$ cat config.mk
export PLATFORM = sky130hd
export DESIGN_NAME = l1_mem_arbiter
export DESIGN_NICKNAME = d
export VERILOG_FILES = /design/src/rtl/l1_mem_arbiter.sv
export SDC_FILE = /design/constraint.sdc
export NUM_CORES = 1
export LEC_CHECK = 0
export ABC_CLOCK_PERIOD_IN_PS = 1900
export CAP_MARGIN = 20
export CORE_AREA = 2 2 537 539
export CTS_BUF_LIST = sky130_fd_sc_hd__clkbuf_2 sky130_fd_sc_hd__clkbuf_4 sky130_fd_sc_hd__clkbuf_8
export CTS_CLUSTER_DIAMETER = 150
export DETAILED_ROUTE_END_ITERATION = 8
export DIE_AREA = 0 0 539 541
export HOLD_SLACK_MARGIN = 0.05
export PLACE_DENSITY = 0.3
export SLEW_MARGIN = 10
export SYNTH_ARGS = -nofsm -noshare
export SYNTH_HDL_FRONTEND = slang
export SYNTH_SLANG_ARGS = --single-unit
$ cat constraint.sdc
create_clock -name clk -period 1.9 [get_ports clk]
set_clock_uncertainty 0.05 [all_clocks]
set_input_delay 0.19 -clock clk [delete_from_list [all_inputs] [get_ports clk]]
set_output_delay 0.19 -clock clk [all_outputs]
set_load 0.005 [all_outputs]
$ cat src/rtl/l1_mem_arbiter.sv
// l1_mem_arbiter: shares one L2-side cacheline port between the L1 I-cache
// (reads only) and the L1 D-cache (reads and writebacks). One line transaction
// is in flight at a time. Requests are levels; completions are one-cycle pulses.
module l1_mem_arbiter #(
  parameter int ADDR_W  = 32,
  parameter int LINE_W  = 256,
  parameter int RR_MODE = 1
) (
  input  logic              clk,
  input  logic              rst,
  // I-cache miss port
  input  logic [ADDR_W-1:0] i_addr,
  input  logic              i_read,
  output logic [LINE_W-1:0] i_rdata,
  output logic              i_resp,
  // D-cache miss / writeback port
  input  logic [ADDR_W-1:0] d_addr,
  input  logic              d_read,
  input  logic              d_write,
  input  logic [LINE_W-1:0] d_wdata,
  output logic [LINE_W-1:0] d_rdata,
  output logic              d_resp,
  // L2 side
  output logic [ADDR_W-1:0] mem_addr,
  output logic              mem_read,
  output logic              mem_write,
  output logic [LINE_W-1:0] mem_wdata,
  input  logic [LINE_W-1:0] mem_rdata,
  input  logic              mem_resp,
  output logic              grant_d
);

  typedef enum logic [1:0] {IDLE, BUSY, RESP} state_t;

  state_t              state_q;
  logic [ADDR_W-1:0]   mem_addr_q;
  logic [LINE_W-1:0]   mem_wdata_q;
  logic                mem_read_q;
  logic                mem_write_q;
  logic [LINE_W-1:0]   line_q;
  logic                i_resp_q;
  logic                d_resp_q;
  logic                grant_d_q;
  logic                last_d_q;

  logic                d_req;
  logic                any_req;
  logic                win_d;

  // Arbitration: a lone requester wins; on a tie either D always wins or the
  // requester that did not own the previous transaction wins.
  always_comb begin
    d_req   = d_read | d_write;
    any_req = d_req | i_read;
    win_d   = 1'b0;
    if (d_req && i_read)
      win_d = (RR_MODE != 0) ? ~last_d_q : 1'b1;
    else
      win_d = d_req;
  end

  // Transaction FSM; every output is a register updated here.
  always_ff @(posedge clk) begin
    if (rst) begin
      state_q     <= IDLE;
      mem_addr_q  <= '0;
      mem_wdata_q <= '0;
      mem_read_q  <= 1'b0;
      mem_write_q <= 1'b0;
      line_q      <= '0;
      i_resp_q    <= 1'b0;
      d_resp_q    <= 1'b0;
      grant_d_q   <= 1'b0;
      last_d_q    <= 1'b0;
    end else begin
      case (state_q)
        IDLE: begin
          if (any_req) begin
            grant_d_q <= win_d;
            last_d_q  <= win_d;
            if (win_d) begin
              // A write wins over a read if the D-cache raises both.
              mem_addr_q  <= d_addr;
              mem_wdata_q <= d_wdata;
              mem_write_q <= d_write;
              mem_read_q  <= ~d_write;
            end else begin
              mem_addr_q  <= i_addr;
              mem_write_q <= 1'b0;
              mem_read_q  <= 1'b1;
            end
            state_q <= BUSY;
          end
        end
        BUSY: begin
          if (mem_resp) begin
            mem_read_q  <= 1'b0;
            mem_write_q <= 1'b0;
            if (mem_read_q) line_q <= mem_rdata;
            if (grant_d_q) d_resp_q <= 1'b1;
            else           i_resp_q <= 1'b1;
            state_q <= RESP;
          end
        end
        RESP: begin
          i_resp_q <= 1'b0;
          d_resp_q <= 1'b0;
          state_q  <= IDLE;
        end
        default: state_q <= IDLE;
      endcase
    end
  end

  assign mem_addr  = mem_addr_q;
  assign mem_wdata = mem_wdata_q;
  assign mem_read  = mem_read_q;
  assign mem_write = mem_write_q;
  assign i_rdata   = line_q;
  assign d_rdata   = line_q;
  assign i_resp    = i_resp_q;
  assign d_resp    = d_resp_q;
  assign grant_d   = grant_d_q;

endmodule
### Word level (Yosys, flattened, before mapping)

Index checks and enable logic that the tools add are counted.

| word-level totals | value |
|---|---|
| output and inout bits | 805 |
| bits in registers | 551 |
| logic and storage cells | 48 |

| operators by class | value |
|---|---|
| reduce and logical (&&, ||, !) cells | 11 |
| multiplexer cells | 18 |
| bitwise gates (word level) | 4 |
| equality and inequality tests | 6 |

Operator list:

| cell | count |
|---|---|
| 32-bit two-way mux | 1 |
| 3-bit AND reduction | 5 |
| 1-bit two-way mux | 10 |
| 2-bit != test (second input constant) | 4 |
| 1-bit case mux with 2 select lines | 4 |
| 2-bit two-way mux | 2 |
| 2-bit case mux with 2 select lines | 1 |
| 2-bit AND reduction | 2 |
| 2-bit nonzero test | 2 |
| 2-bit by 1-bit == test with 1-bit output (second input constant) | 1 |
| 2-bit == test (second input constant) | 1 |
| 2-bit logical NOT | 1 |
| 1-bit inverter | 2 |
| 1-bit OR | 2 |
| 1-bit logical AND | 1 |

### Logic depth before layout (Yosys ltp)

| depth | value |
|---|---|
| depth in word-level cells | 6 |
| mapped depth | 7 |
| depth with buffers taken out | 3 |

### Least setup slack after synthesis

No wires, ideal clock.

| path | value |
|---|---|
| path kind | flip-flop to flip-flop |
| start point | reg state_q[0] |
| end point | reg mem_wdata_q[110], in the netlist mem_wdata[110] |
| data required time | 1.780 ns |
| setup time | 0.070 ns |
| data arrival time | 1.323 ns |
| stages on the path, launching flop included | 7 |
| setup slack | 0.456 ns |
| path through | dfxtp_1 > buf_2 > a211oi_4 > buf_2 > buf_2 > nand3_1 > a21oi_1 |

| on the way | value |
|---|---|
| longest elaborated chain between the ends | 2 |

Ends and longest elaborated chain:

| item | line | RTL |
|---|---|---|
| start, declared | 35 | `state_t state_q;` |
| start signal, assigned | 65 | `state_q <= IDLE;` |
| start signal, assigned | 92 | `state_q <= BUSY;` |
| start signal, assigned | 102 | `state_q <= RESP;` |
| 2-bit logical NOT | 76 | `case (state_q)` |
| 3-bit AND reduction (no source line) | n/a |  |
| end signal, assigned | 84 | `mem_wdata_q <= d_wdata;` |
| end, declared | 37 | `logic [LINE_W-1:0] mem_wdata_q;` |

Every way passes these cells.
A chain may end at the register's enable or synchronous reset.

### Final worst setup path

| path | value |
|---|---|
| start point | reg line_q[248], in the netlist d_rdata[248] |
| end point | out d_rdata[248] |

RTL lines:

| item | line | RTL |
|---|---|---|
| start, declared | 40 | `logic [LINE_W-1:0] line_q;` |
| start signal, assigned | 99 | `if (mem_read_q) line_q <= mem_rdata;` |
| end, declared | 21 | `output logic [LINE_W-1:0] d_rdata,` |

No word-level cell between the ends.

==> results.toml <==
[final_layout]
layout-drive-gt1-share_pct = 27.4
area_growth_pct = 120
multi_input_area_um2 = 7980
fin_area_um2 = 48300
regArea_um2 = 11700
num-fill-cells = 32500
nNetsFinal = 5210

[critical_path]
crit_arrival_ps = 1550
cp_cell_sequence = "buf_6 -> buf_6"
startpoint_type = "flip-flop"
critPathKind = "flip-flop to primary output"
worstPathMaxFanout = 2
crit-reg2reg-launch = "state_q[1]"
reg2reg_setup_slack_ps = 110
cp.required_ps = 1660
crit_slowest_cell = "dfxtp_4"
slowest_delay_ps = 350
endpoint_kind = "primary output"
r2r-end = "d_rdata[144]"
path_common_cell = "buf_6"
r2r_cells = 5

[global_route]
grt_max_degree = 68
grt_usage_pct = 12.1
grt-ovfl-total = 0
grt_pass1_vias = 28700
antenna_found_initial = 59
grt_pass1_wl_um = 248000

[pwr]
p_per_area_nw_per_um2 = 704
ir_worst_vdd_mv = 0.503
finalPower_mw = 34.0
p_leak_nw = 19.2

[floorplanning]
initial_core_util_pct = 7.66
ioPinCount = 1387
dieWidth_um = 539
die_h_um = 541
dieArea_um2 = 292000
rows = 197
core_area_um2 = 286000

[sta]
rsz0062_at_grt = "true"
worst_slew_pin_slew_ps = 578
fmax_ghz = 0.557
period_share_pct = 94.4
finalSetupViolCount = 0
final.min_clock_period_ps = 1790
tns_ps = 0
slew_headroom_pct = 61.5
holdWs_ps = 119
slew_violations = 0
hold_viol = 0
fin_ws_ps = 106

[synth]
yosys.area_share.simple_pct = 16.2
synthFlopType = "dfxtp_1"
seq_area_frac_synth_pct = 50.3
syn-cell-area_um2 = 21900
synth_area_per_cell_um2 = 7.97
ys_types = 30
synthXorXnorAreaFrac_pct = 0
synth_compound_area_share_pct = 20.1
synth_fa_ha_area_share_pct = 0
yosys-mux-area-fraction_pct = 0
ys.warnings.count = 0
ys_ff_latch = 551
async_flop_share_pct = 0
synth_top_family_by_area = "compound AO/OA/AOI/OAI gates"
synth_edf_count = 0
syn-num-nets = 3335
postSynthCellCount = 2753

[drt]
drt_iter0_markers = 1361
first_pass_iters = 5
wl_per_cell_um = 21.7
drc_errors = 0
postRouteWirelength_um = 184000
num_vias = 27700
drtAntennaViolNets = 0
vias_per_cell = 3.25

[clock_tree]
ctsRootBufferMaster = "clkbuf_8"
cts_max_level = 3
cts.clk_slew.worst_paths_ps = 60
clock_path_buffers = 4
cts_sinks = 551
cts_buffers = 118
clkLatencyLatePin_ps = 910
cts_tree = "done"

[flow_run]
maxCapViolations = 0

[min_path]
hold_path_depth = 3
hp-class = "input port to flip-flop"
holdCritStartpoint = "mem_rdata[240]"
min_to = "d_rdata[240]"

[placement]
routabilityCongestion = 0.805
hpwl_um = 145000
dpl_cell_area_um2 = 39300
dpl_worst_slack_ps = -295
port_buffers = 1386

[status]
outcome = "completed"
[cells in the final DEF, fill, tap and decap left out, drive strengths merged, types with 199 or more instances in the layout]
master	netlist	layout
dfxtp	551	551
o21ai	257	257
nand3	256	256
clkdlybuf4s50	0	580
clkbuf	162	199
dlygate4sd3	0	574
dlygate4sd2	0	236
nand2	581	581
a21oi	548	548
buf	343	673
[sequential cells by signal, indices dropped and copies added (netlist names)]
register and count:
mem_read 1, state_q 2, mem_wdata 256, mem_write 1, d_resp 1, i_resp 1
d_rdata 256, last_d_q 1, mem_addr 32
[through the flow]
step                      util (%)  cells
after floorplan                  -   2753
after global placement        13.7   7554
after detailed placement      13.7   7554
after CTS                     16.8   8493
after global routing          16.9   8500
final                         16.9   8507
[area by class of cell]
class,instances,share of cell area (%)
repair buffers,2260,44.2
flip-flops and latches,551,24.3
multi-input cells,1697,16.5
well taps,3781,9.79
clock buffers,186,4.76
clock inverters,14,0.326
diodes,18,0.0933
[synthesized netlist by cell type, drive strengths merged, types with 2 or more instances]
cell type | n | area share, %
nand2 | 581 | 9.9
a21oi | 548 | 12
buf | 343 | 11
a311oi | 32 | 1.3
clkbuf | 162 | 2.8
nand3 | 256 | 5.8
a2bb2oi | 2 | 0.11
dfxtp | 551 | 50
o21ai | 257 | 5.9
nor2 | 5 | 0.086
or2 | 2 | 0.057
[where the power goes]
group	switching, mW	internal [mW]
Sequential	0.485	12.2
Clock	6.16	7.88
Combinational	3.50	3.78
Total	10.1	23.9
[cell families after synthesis]
kind of cell,after synthesis
AND/OR/NAND/NOR,851
AO/OA/AOI/OAI,846
flip-flops,551
buffers and inverters,505
[worst max path at each step]
stage	cells after the start	slack (ps)	from	end
2_1_floorplan	6	460	state_q[0]	mem_wdata[110]
3_3_place_gp	8	-320	i_read	mem_wdata[241]
3_5_place_dp	8	-290	i_read	mem_wdata[245]
4_1_cts	3	-180	d_rdata[172]	i_rdata[172]
5_1_grt	2	-30	d_rdata[248]	d_rdata[248]
6_report	2	110	d_rdata[248]	d_rdata[248]
[what timing repair did]
item | CTS | global route
endpoints found under the hold margin | 551 | 0
endpoints found under the setup margin | 807 | 42
buffers inserted | 165 | 6
gates cloned | 0 | 1
hold buffers | 574 | 0
gates resized for setup | 2812 | 41
[worst max-delay path, delay by kind of cell, from the launching register on]
family                 cells  cell delay, ps
DFF                        1             350
buffers and inverters      2             240
[per-layer routing]
metal  GRT usage, %  vias to the layer above  routed length [µm]
met1           14.9                    13300               79000
met3           3.64                      226               13900
met2           20.5                     1230               87200
met5              0                        -                  77
met4           2.74                       12                4120
li1               -                    12900                   -
Note: power is estimated with default switching activity, not from simulation.
